==> src/rtl/write_frame_to_ddr3.sv <==
// Streams a frame from a show-ahead FIFO into one of two DDR3 frame buffers.
// Define WRITE_FRAME_STATS_EN to enable the frames_written/frames_dropped counters.
module write_frame_to_ddr3 #(
    parameter int IMAGE_WIDTH  = 1280,
    parameter int IMAGE_HEIGHT = 1024
) (
    input  logic          ddr3_clk,
    input  logic          ddr3_reset_n,
    input  logic          src_sof,
    input  logic          src_burst_avail,
    input  logic [127:0]  src_data,
    output logic          src_rd,
    input  logic [25:0]   ddr3_buffer0_offset,
    input  logic [25:0]   ddr3_buffer1_offset,
    input  logic          clear_buffer0,
    input  logic          clear_buffer1,
    output logic          ddr3_rd_buffer0_empty,
    output logic          ddr3_rd_buffer1_empty,
    output logic          ddr3_avl_burstbegin,
    output logic          ddr3_avl_write_req,
    output logic [2:0]    ddr3_avl_size,
    output logic [25:0]   ddr3_avl_addr,
    output logic [127:0]  ddr3_avl_wdata,
    output logic [15:0]   ddr3_avl_be,
    input  logic          ddr3_avl_ready,
    output logic [15:0]   frames_written,
    output logic [15:0]   frames_dropped,
    output logic          busy
);

    localparam int PIXELS = IMAGE_WIDTH * IMAGE_HEIGHT;
    localparam int BURSTS = PIXELS >> 4;
    localparam int WORDS  = PIXELS >> 2;
    localparam int CW     = $clog2(WORDS + 1);
    localparam logic [CW-1:0] LAST_BURST = CW'(BURSTS - 1);
    localparam logic [CW-1:0] LAST_WORD  = CW'(WORDS - 1);

    typedef enum logic [1:0] {
        IDLE,
        WAIT_DATA,
        BURST,
        DROP
    } state_t;

    state_t          r_state;
    logic            r_wr_sel;
    logic            r_full0;
    logic            r_full1;
    logic            r_empty0;
    logic            r_empty1;
    logic [25:0]     r_addr;
    logic [CW-1:0]   r_burst_cnt;
    logic [CW-1:0]   r_drop_cnt;
    logic [1:0]      r_beat;

    logic            w_accept;
    logic            w_frame_done;
    logic            w_drop_pop;
    logic            w_drop_done;
    logic            w_sel_full;
    logic            w_full0_nxt;
    logic            w_full1_nxt;

    assign w_accept     = (r_state == BURST) && ddr3_avl_ready;
    assign w_frame_done = w_accept && (r_beat == 2'd3)
                          && (r_burst_cnt == LAST_BURST);
    assign w_drop_pop   = (r_state == DROP) && src_burst_avail;
    assign w_drop_done  = w_drop_pop && (r_drop_cnt == LAST_WORD);
    assign w_sel_full   = r_wr_sel ? r_full1 : r_full0;

    // A completing frame's set beats the reader's clear of the same buffer.
    assign w_full0_nxt = (w_frame_done && !r_wr_sel)
                         || (r_full0 && !clear_buffer0);
    assign w_full1_nxt = (w_frame_done && r_wr_sel)
                         || (r_full1 && !clear_buffer1);

    assign ddr3_avl_write_req    = (r_state == BURST);
    assign ddr3_avl_burstbegin   = (r_state == BURST) && (r_beat == 2'd0);
    assign ddr3_avl_size         = 3'b100;
    assign ddr3_avl_be           = 16'hFFFF;
    assign ddr3_avl_addr         = r_addr;
    assign ddr3_avl_wdata        = src_data;
    assign src_rd                = w_accept || w_drop_pop;
    assign busy                  = (r_state != IDLE);
    assign ddr3_rd_buffer0_empty = r_empty0;
    assign ddr3_rd_buffer1_empty = r_empty1;

`ifdef WRITE_FRAME_STATS_EN
    logic [15:0] r_frames_written;
    logic [15:0] r_frames_dropped;
    assign frames_written = r_frames_written;
    assign frames_dropped = r_frames_dropped;
`else
    assign frames_written = 16'd0;
    assign frames_dropped = 16'd0;
`endif

    always_ff @(posedge ddr3_clk or negedge ddr3_reset_n) begin
        if (!ddr3_reset_n) begin
            r_state     <= IDLE;
            r_wr_sel    <= 1'b0;
            r_full0     <= 1'b0;
            r_full1     <= 1'b0;
            r_empty0    <= 1'b1;
            r_empty1    <= 1'b1;
            r_addr      <= 26'd0;
            r_burst_cnt <= '0;
            r_drop_cnt  <= '0;
            r_beat      <= 2'd0;
`ifdef WRITE_FRAME_STATS_EN
            r_frames_written <= 16'd0;
            r_frames_dropped <= 16'd0;
`endif
        end else begin
            r_full0  <= w_full0_nxt;
            r_full1  <= w_full1_nxt;
            r_empty0 <= !w_full0_nxt;
            r_empty1 <= !w_full1_nxt;
            unique case (r_state)
                IDLE: begin
                    if (src_sof) begin
                        if (!w_sel_full) begin
                            r_addr      <= r_wr_sel ? ddr3_buffer1_offset
                                                    : ddr3_buffer0_offset;
                            r_burst_cnt <= '0;
                            r_beat      <= 2'd0;
                            r_state     <= WAIT_DATA;
                        end else begin
                            r_drop_cnt <= '0;
                            r_state    <= DROP;
                        end
                    end
                end
                WAIT_DATA: begin
                    if (src_burst_avail)
                        r_state <= BURST;
                end
                BURST: begin
                    if (w_accept) begin
                        r_beat <= r_beat + 2'd1;
                        if (w_frame_done) begin
                            r_wr_sel <= !r_wr_sel;
`ifdef WRITE_FRAME_STATS_EN
                            r_frames_written <= r_frames_written + 16'd1;
`endif
                            r_state  <= IDLE;
                        end else if (r_beat == 2'd3) begin
                            r_addr      <= r_addr + 26'd4;
                            r_burst_cnt <= r_burst_cnt + CW'(1);
                            r_state     <= WAIT_DATA;
                        end
                    end
                end
                DROP: begin
                    if (w_drop_pop) begin
                        r_drop_cnt <= r_drop_cnt + CW'(1);
                        if (w_drop_done) begin
`ifdef WRITE_FRAME_STATS_EN
                            r_frames_dropped <= r_frames_dropped + 16'd1;
`endif
                            r_state <= IDLE;
                        end
                    end
                end
                default: r_state <= IDLE;
            endcase
        end
    end

endmodule

==> config.mk <==
export PLATFORM = sky130hd
export DESIGN_NAME = write_frame_to_ddr3
export DESIGN_NICKNAME = d
export VERILOG_FILES = /design/src/rtl/write_frame_to_ddr3.sv
export SDC_FILE = /design/constraint.sdc
export NUM_CORES = 1
export LEC_CHECK = 0
export ABC_AREA = 1
export CAP_MARGIN = 40
export CORE_AREA = 5 5 150 152
export CTS_BUF_LIST = sky130_fd_sc_hd__clkbuf_8
export DETAILED_ROUTE_END_ITERATION = 10
export DIE_AREA = 0 0 155 157
export MAX_ROUTING_LAYER = met4
export PLACE_DENSITY = 0.73
export SLEW_MARGIN = 20
export SYNTH_ARGS = -nofsm -noshare
export SYNTH_HDL_FRONTEND = slang
export SYNTH_SLANG_ARGS = --single-unit
==> constraint.sdc <==
create_clock -name ddr3_clk -period 3.5 [get_ports ddr3_clk]
set_input_delay 0.35 -clock ddr3_clk [delete_from_list [all_inputs] [get_ports ddr3_clk]]
set_output_delay 0.35 -clock ddr3_clk [all_outputs]
set_load 0.02 [all_outputs]
After elaboration in Yosys (flattened, before gate mapping)
Index checks and enable logic that the tools add are counted.
{ "word_totals": {"output_inout_bits": 211, "reg_bits": 73} }
{ "op_classes": {"n_eq_ne": 16, "addsub": 4, "mux": 31, "reduce_logical": 28} }
{ "ops": {"columns": ["cell", "n"], "rows": [
  ["26-bit 2-to-1 mux", 6],
  ["19-bit 2-to-1 mux", 8],
  ["19-bit case mux with 2 select lines", 2],
  ["26-bit case mux with 2 select lines", 1],
  ["19-bit by 1-bit adder with 19-bit output (second input constant)", 2],
  ["26-bit by 3-bit adder with 26-bit output (second input constant)", 1],
  ["2-bit 2-to-1 mux", 11],
  ["19-bit by 17-bit equality test with 1-bit output (second input constant)", 1],
  ["19-bit equality test (second input constant)", 1],
  ["2-bit != test (second input constant)", 7],
  ["6-bit AND reduction", 2],
  ["1-bit logical AND", 10],
  ["2-bit case mux with 4 select lines", 1],
  ["4-bit AND reduction", 2],
  ["2-bit equality test (second input constant)", 3],
  ["2-bit nonzero test", 3],
  ["1-bit logical NOT", 5],
  ["2-bit logical NOT", 2],
  ["2-bit by 1-bit != test with 1-bit output (second input constant)", 2],
  ["2-bit case mux with 2 select lines", 1],
  ["1-bit logical OR", 3],
  ["3-bit by 1-bit != test with 1-bit output (second input constant)", 1],
  ["3-bit AND reduction", 1],
  ["2-bit by 1-bit adder with 2-bit output (second input constant)", 1],
  ["other kinds (2)", 2]
]} }

Depth between registers and ports, before layout
Gate-level depths: netlist of the first run.
{ "depth": {"ltp_word": 7, "mapped_depth": 11, "depth_no_buf": 11} }

Worst setup path before layout of the first run
OpenSTA, ideal clock, no wires.
{ "synth_timing": {"kind": "register to register", "startpoint": "register r_burst_cnt[0]", "endpoint": "register r_addr[23], in the netlist ddr3_avl_addr[23]", "t_required_ps": 3380, "t_arrival_ps": 1546, "path_buffers": 1, "synth_period_minus_slack_ps": 1665, "path_slack_ps": 1835, "path_stages_with_launch": 12, "path_cell_list": "dfrtp_1 > ha_1 > nand3_2 > nor2_4 > inv_2 > nor2_2 > nand2_2 > nand2_4 > inv_4 > buf_6 > nor2_2 > a21oi_2"} }
{ "synth_between": {"elab_chain_len": 4} }
{ "synth_lines": {"columns": ["item", "line", "rtl"], "rows": [
  ["start: declaration", "52", "logic [CW-1:0] r_burst_cnt;"],
  ["start signal: assignment", "149", "r_burst_cnt <= r_burst_cnt + CW'(1);"],
  ["19-bit by 17-bit equality test with 1-bit output", "66", "&& (r_burst_cnt == LAST_BURST);"],
  ["1-bit logical AND", "66", null],
  ["2-bit != test (no source line)", null, null],
  ["6-bit AND reduction (no source line)", null, null],
  ["end signal: assignment", "123", "r_addr <= r_wr_sel ? ddr3_buffer1_offset"],
  ["end signal: assignment", "148", "r_addr <= r_addr + 26'd4;"],
  ["end: declaration", "51", "logic [25:0] r_addr;"]
]} }
No other way between the ends.
A chain may end at the register's enable or synchronous reset.

Worst setup path after layout of the first run
{ "layout_timing": {"startpoint": "register r_state[0]", "endpoint": "output port ddr3_avl_write_req"} }
{ "layout_between": {"elab_chain_len": 1} }
{ "layout_lines": {"columns": ["item", "line", "rtl"], "rows": [
  ["start: declaration", "45", "state_t r_state;"],
  ["start signal: assignment", "100", "r_state <= IDLE;"],
  ["start signal: assignment", "127", "r_state <= WAIT_DATA;"],
  ["start signal: assignment", "130", "r_state <= DROP;"],
  ["2-bit equality test", "77", "assign ddr3_avl_write_req = (r_state == BURST);"],
  ["end: declaration", "20", "output logic ddr3_avl_write_req,"]
]} }
No other way between the ends.

==> flow_summary.json, run 1 <==
{
  "fin_crit_ns": 2.67,
  "clkSinkCount": 73,
  "dpl.hpwl_um": 12800,
  "synth.distinct_cells": 40,
  "ys.flop_type": "dfrtp_1",
  "internal_power_mw": 2.33,
  "grt_usage_pct": 13.7,
  "io_pins": 398,
  "vdd.ir_drop.worst_mv": 0.274,
  "firstDrtPassIters": 5,
  "synthArstFlopShare_pct": 100,
  "multiInputGateArea_sq_mm": 0.00303,
  "fin_crit_sh_pct": 76.3,
  "drv_cap": 0,
  "fill_cells": 2282,
  "dp_cells": 1162,
  "worstPathMaxFanout": 52,
  "vias": 5476,
  "fmax_mhz": 374,
  "hp-class": "input pin to asynchronous set/reset pin",
  "pwr-share-seq_pct": 34.4,
  "cts_tree": "done",
  "seq_area_frac_synth_pct": 28.5,
  "grt_pass1_vias": 5120,
  "power_mw": 4.42,
  "rsz0062_at_grt": "false",
  "wl_per_cell_um": 14.4,
  "synth_commonest_cells": "255 x nand2_1, 183 x buf_4, 114 x nor2_1, 71 x dfrtp_1, 61 x inv_1",
  "antenna_found_initial": 0,
  "grt_pass1_wl_um": 26300,
  "crit_type": "register to output pin",
  "clock_path_buffers": 2,
  "clock_latency_ns": 0.36,
  "swShare_pct": 47.2,
  "place_congestion": 0.942,
  "ys_warn_count": 0,
  "register_area_sq_mm": 0.00183,
  "die_w_um": 155,
  "outcome": "finished, final reports clean",
  "grt_start_max_net_pins": 56,
  "end_kind": "output pin",
  "drc": 0,
  "die_h_um": 157,
  "slew_violations": 0,
  "stdcell_count": 1179,
  "comb_power_share_pct": 48.5,
  "via_per_inst": 4.64,
  "netlist_area_sq_mm": 0.00642,
  "syn_area_per_cell_sq_um": 6.79,
  "clock_skew_ns": 0.0176,
  "finalSetupViolations": 0,
  "diodes": 0,
  "required_ns": 3.15,
  "synth_top_area_share_pct": 27.7,
  "synth_area_leaders": "dfrtp_1 28%, buf_4 21%, nand2_1 15%",
  "cts_root_buffer": "clkbuf_8",
  "io_buffers": 90,
  "clockPowerShare_pct": 17.1,
  "fin_ws_ns": 0.829,
  "arrival_ns": 2.32,
  "setup_tns_ns": 0,
  "start_util_pct": 30.7,
  "hold_violations": 0,
  "slew-limit-headroom_pct": 55.9,
  "yosysMostFrequentCell": "nand2_1",
  "synth-edff-count": 0,
  "cts_buffers": 9,
  "cellLeakagePower_nw": 2.87,
  "drt-total-wl_um": 16900,
  "max_slew.worst_pin.slew_ns": 0.656,
  "p_sw_mw": 2.08,
  "drive_above_1_share_pct": 7.08,
  "start_kind": "register",
  "synthToLayoutAreaGrowth_pct": 3.66,
  "coreArea_sq_mm": 0.0209,
  "synthCells": 946,
  "postRouteAntennaNets": 0,
  "dpl_worst_slack_ns": 1.04,
  "synth.ff_latch_count": 73,
  "h-tree-depth": 3,
  "drtIter0Drc": 241,
  "power_density_mw_per_mm2": 664,
  "clkTransAtPathRegs_ns": 0.08,
  "final_nets": 1092,
  "synth_largest_area_cell": "dfrtp_1",
  "die_area_sq_mm": 0.0243,
  "num_rows": 53,
  "overflow": 0,
  "hold_slack_ns": 0.415
}
==> final cells by class <==
| class | instances | area share (%) |
|---|---|---|
| clock inverters | 6 | 1.39 |
| multi-input cells | 652 | 45.5 |
| inverters | 66 | 3.83 |
| clock buffers | 9 | 1.86 |
| flip-flops and latches | 73 | 27.5 |
| well taps | 275 | 5.17 |
| repair buffers | 98 | 14.8 |
==> critical path, cell delays in order (launching register included) <==
cell and delay (ns):
dfrtp_1 0.49, nor2_4 0.22, buf_4 0.49, clkdlybuf4s50_1 0.72
==> timing repair <==
item / CTS / global route
endpoints found under the hold margin: 18 / 0
hold buffers: 1 / 0
resized for setup: 0 / 0
buffers inserted: 0 / 0
==> final timing paths <==
| check | from | to | slack (ns) | cells after the start |
|---|---|---|---|---|
| worst max-delay path | r_state[0] | ddr3_avl_write_req | 0.83 | 3 |
| worst min-delay path | ddr3_reset_n | r_drop_cnt[1] | 0.42 | 2 |
| worst max register to register | r_state[0] | ddr3_avl_addr[20] | 1.04 | 9 |
| worst min register to register | r_burst_cnt[18] | r_burst_cnt[18] | 0.53 | 2 |
| max in group asynchronous | ddr3_reset_n | ddr3_rd_buffer1_empty | 2.47 | 3 |
| min in group ddr3_clk | r_burst_cnt[18] | r_burst_cnt[18] | 0.53 | 2 |
==> cells in the final DEF, fill, tap and decap left out, types with 2 or more instances in the layout <==
cell	n
nand2_1	255
nor2_1	114
clkdlybuf4s50_1	89
dfrtp_1	71
inv_1	61
nand3_1	51
conb_1	51
o21ai_0	46
a21oi_1	19
nand4_1	18
xor2_1	15
clkbuf_8	9
o22ai_1	8
o21ai_1	8
nor2_2	6
nor3_1	6
or2_2	6
o31ai_1	6
buf_4	6
o21ai_2	5
ha_1	5
nand2_2	4
o211ai_1	4
a21oi_2	4
nor2_4	3
nand3_2	3
xnor2_1	3
inv_2	2
nand2_4	2
clkinv_4	2
o41ai_1	2
o21bai_1	2
a31o_2	2
and2_1	2
bufinv_16	2
dfstp_2	2
==> stage by stage <==
step / cell area, sq um / util [%]
4_1_cts: 6650 / 31.8
2_1_floorplan: 6610 / -
6_report: 6660 / 31.9
3_5_place_dp: 6420 / 30.7
5_1_grt: 6660 / 31.9
3_3_place_gp: 6390 / 30.6
==> state kept, by name (all words and copies together), names as in the netlist <==
name                   flops
r_wr_sel                   1
r_full0                    1
r_beat                     2
r_drop_cnt                19
ddr3_rd_buffer1_empty      1
r_state                    2
ddr3_avl_addr             26
ddr3_rd_buffer0_empty      1
r_burst_cnt               19
r_full1                    1
==> routing by layer <==
metal	vias up	wire length, um	global-route usage, %
met5	-	0	-
li1	2680	-	-
met1	2481	6720	15.6
met4	0	724	5.89
met3	77	1820	5.64
met2	238	7670	21.3
==> cell families after synthesis <==
family                     share of synthesized area, %
DFF                                                28.5
buffers and inverters                              27.2
adders and majority gates                         0.974
AOI/OAI and AO/OA                                  9.76
other                                             0.117
xor gates and xnor gates                           2.45
and+or+nand+nor                                    31.0
==> power by group through the flow <==
stage	Sequential, mW	Combinational, mW	Clock [mW]
after floorplan	1.58	1.58	0
after global placement	1.52	2.11	0
after detailed placement	1.52	2.16	0
after CTS	1.52	2.16	0.778
after global routing	1.57	2.42	0.811
final	1.52	2.14	0.756
(Power assumes the default switching activity.)
==> run 2: changes to the inputs <==
PLACE_DENSITY = 0.76   (was 0.73)
clock period = 2.45 ns   (was 3.5 ns; I/O delays follow)
==> flow_summary.json, run 2 (synthesis results as in run 1) <==
{
  "outcome": "finished, final reports clean",
  "drive_above_1_share_pct": 7.48,
  "place_area_sq_mm": 0.00645,
  "cellLeakagePower_nw": 2.91,
  "worstPathMaxFanout": 10,
  "utilization_pct": 32.1,
  "wl_per_cell_um": 14.4,
  "finalSetupViolations": 0,
  "cts_root_buffer": "clkbuf_8",
  "io_buffers": 90,
  "cts_resized": 0,
  "clkSinkCount": 73,
  "h-tree-depth": 3,
  "clock_skew_ns": 0.0151,
  "largest_register_ffs": 26,
  "antenna_found_initial": 0,
  "stdcell_area_sq_mm": 0.00671,
  "fmax_mhz": 447,
  "die_area_sq_mm": 0.0243,
  "vias": 5536,
  "power_mw": 6.48,
  "stdcell_count": 1184,
  "dp_cells": 1167,
  "grt_usage_pct": 13.8,
  "setup_tns_ns": 0,
  "clock_latency_ns": 0.36,
  "crit_type": "register to output pin",
  "slew_violations": 0,
  "clock_path_buffers": 2,
  "start_kind": "register",
  "hp-class": "input pin to asynchronous set/reset pin",
  "mostFrequentLayoutCell": "nand2_1",
  "die_h_um": 157,
  "start_util_pct": 30.7,
  "fill_cells": 2257,
  "cts_buffers": 9,
  "drtIter0Drc": 264,
  "place_congestion": 0.929,
  "drc": 0,
  "final_nets": 1096,
  "register_area_sq_mm": 0.00183,
  "rsz0062_at_grt": "false",
  "arrival_ns": 1.99,
  "diodes": 0,
  "fin_crit_ns": 2.24,
  "io_pins": 398,
  "dpl.hpwl_um": 13100,
  "postRouteAntennaNets": 0,
  "overflow": 0,
  "required_ns": 2.20,
  "hold_violations": 0,
  "drv_cap": 0,
  "coreArea_sq_mm": 0.0209,
  "vdd.ir_drop.worst_mv": 0.384,
  "postCtsSetupBuffers": 0,
  "synthToLayoutAreaGrowth_pct": 4.50,
  "drt-total-wl_um": 17100,
  "power_density_mw_per_mm2": 966,
  "layout_common_cells": "255 x nand2_1, 114 x nor2_1, 89 x clkdlybuf4s50_1",
  "fin_crit_sh_pct": 91.2,
  "via_per_inst": 4.68,
  "grt_pass1_wl_um": 26200,
  "num_rows": 53,
  "cts_tree": "done",
  "firstDrtPassIters": 5,
  "grt_start_max_net_pins": 56,
  "grt_pass1_vias": 5136,
  "multiInputGateArea_sq_mm": 0.00303,
  "clkTransAtPathRegs_ns": 0.07,
  "end_kind": "output pin",
  "die_w_um": 155
}
==> run 2: cell types whose count changed in the layout (fill, tap and decap cells not counted), sizes merged <==
cell      change
clkinvlp      -1
clkinv        -1
buf           +4
clkbuf        +2
bufinv        +1
==> run 2: stage by stage <==
stage,worst slack [ns],hold WS (ns)
6_report,0.215,0.390
5_1_grt,0.0302,0.427
4_1_cts,0.133,0.398
3_5_place_dp,0.378,0.247
3_3_place_gp,0.425,0.235
2_1_floorplan,0.785,-0.0506
==> run 2: path summary, 6_finish.rpt <==
path | start | to | slack (ns) | depth (start not counted)
worst max-delay path | r_state[0] | ddr3_avl_burstbegin | 0.21 | 4
worst min-delay path | ddr3_reset_n | r_drop_cnt[11] | 0.39 | 2
worst max register to register | r_burst_cnt[0] | ddr3_avl_addr[22] | 0.39 | 10
worst min register to register | r_burst_cnt[18] | r_burst_cnt[18] | 0.55 | 2
max in group asynchronous | ddr3_reset_n | ddr3_rd_buffer1_empty | 1.34 | 3
min in group ddr3_clk | src_data[105] | ddr3_avl_wdata[105] | 0.49 | 0
==> run 2: area by class of cell <==
cell class              count  area share, %
well taps                 275           5.13
clock buffers              11           2.26
flip-flops and latches     73           27.3
repair buffers            102           14.9
inverters                  66           3.80
clock inverters             5           1.53
multi-input cells         652           45.1
==> run 2: power breakdown <==
part           internal [mW]  switching [mW]  total, mW
sequential              1.61           0.564       2.17
combinational           1.17            1.94       3.11
clock                  0.731           0.474       1.21
==> run 2: critical path, stage by stage (launching register included) <==
cell and delay, ns:
dfrtp_1 0.50, nor2_4 0.28, clkinv_1 0.12, nor2_1 0.10, clkdlybuf4s50_1 0.64
==> run 2: timing repair <==
action / CTS / global route
hold buffers: 1 / 0
endpoints found under the hold margin: 18 / 0
setup endpoints to repair: 0 / 0
==> run 2: metal layers <==
| layer | vias up | GRT usage [%] | share of wire [%] | wire, um |
|---|---|---|---|---|
| met2 | 271 | 21.4 | 45 | 7630 |
| li1 | 2689 | - | - | - |
| met5 | - | - | 0 | 0 |
| met3 | 82 | 5.09 | 11 | 1840 |
| met1 | 2494 | 15.7 | 40 | 6850 |
| met4 | 0 | 6.69 | 4.6 | 780 |
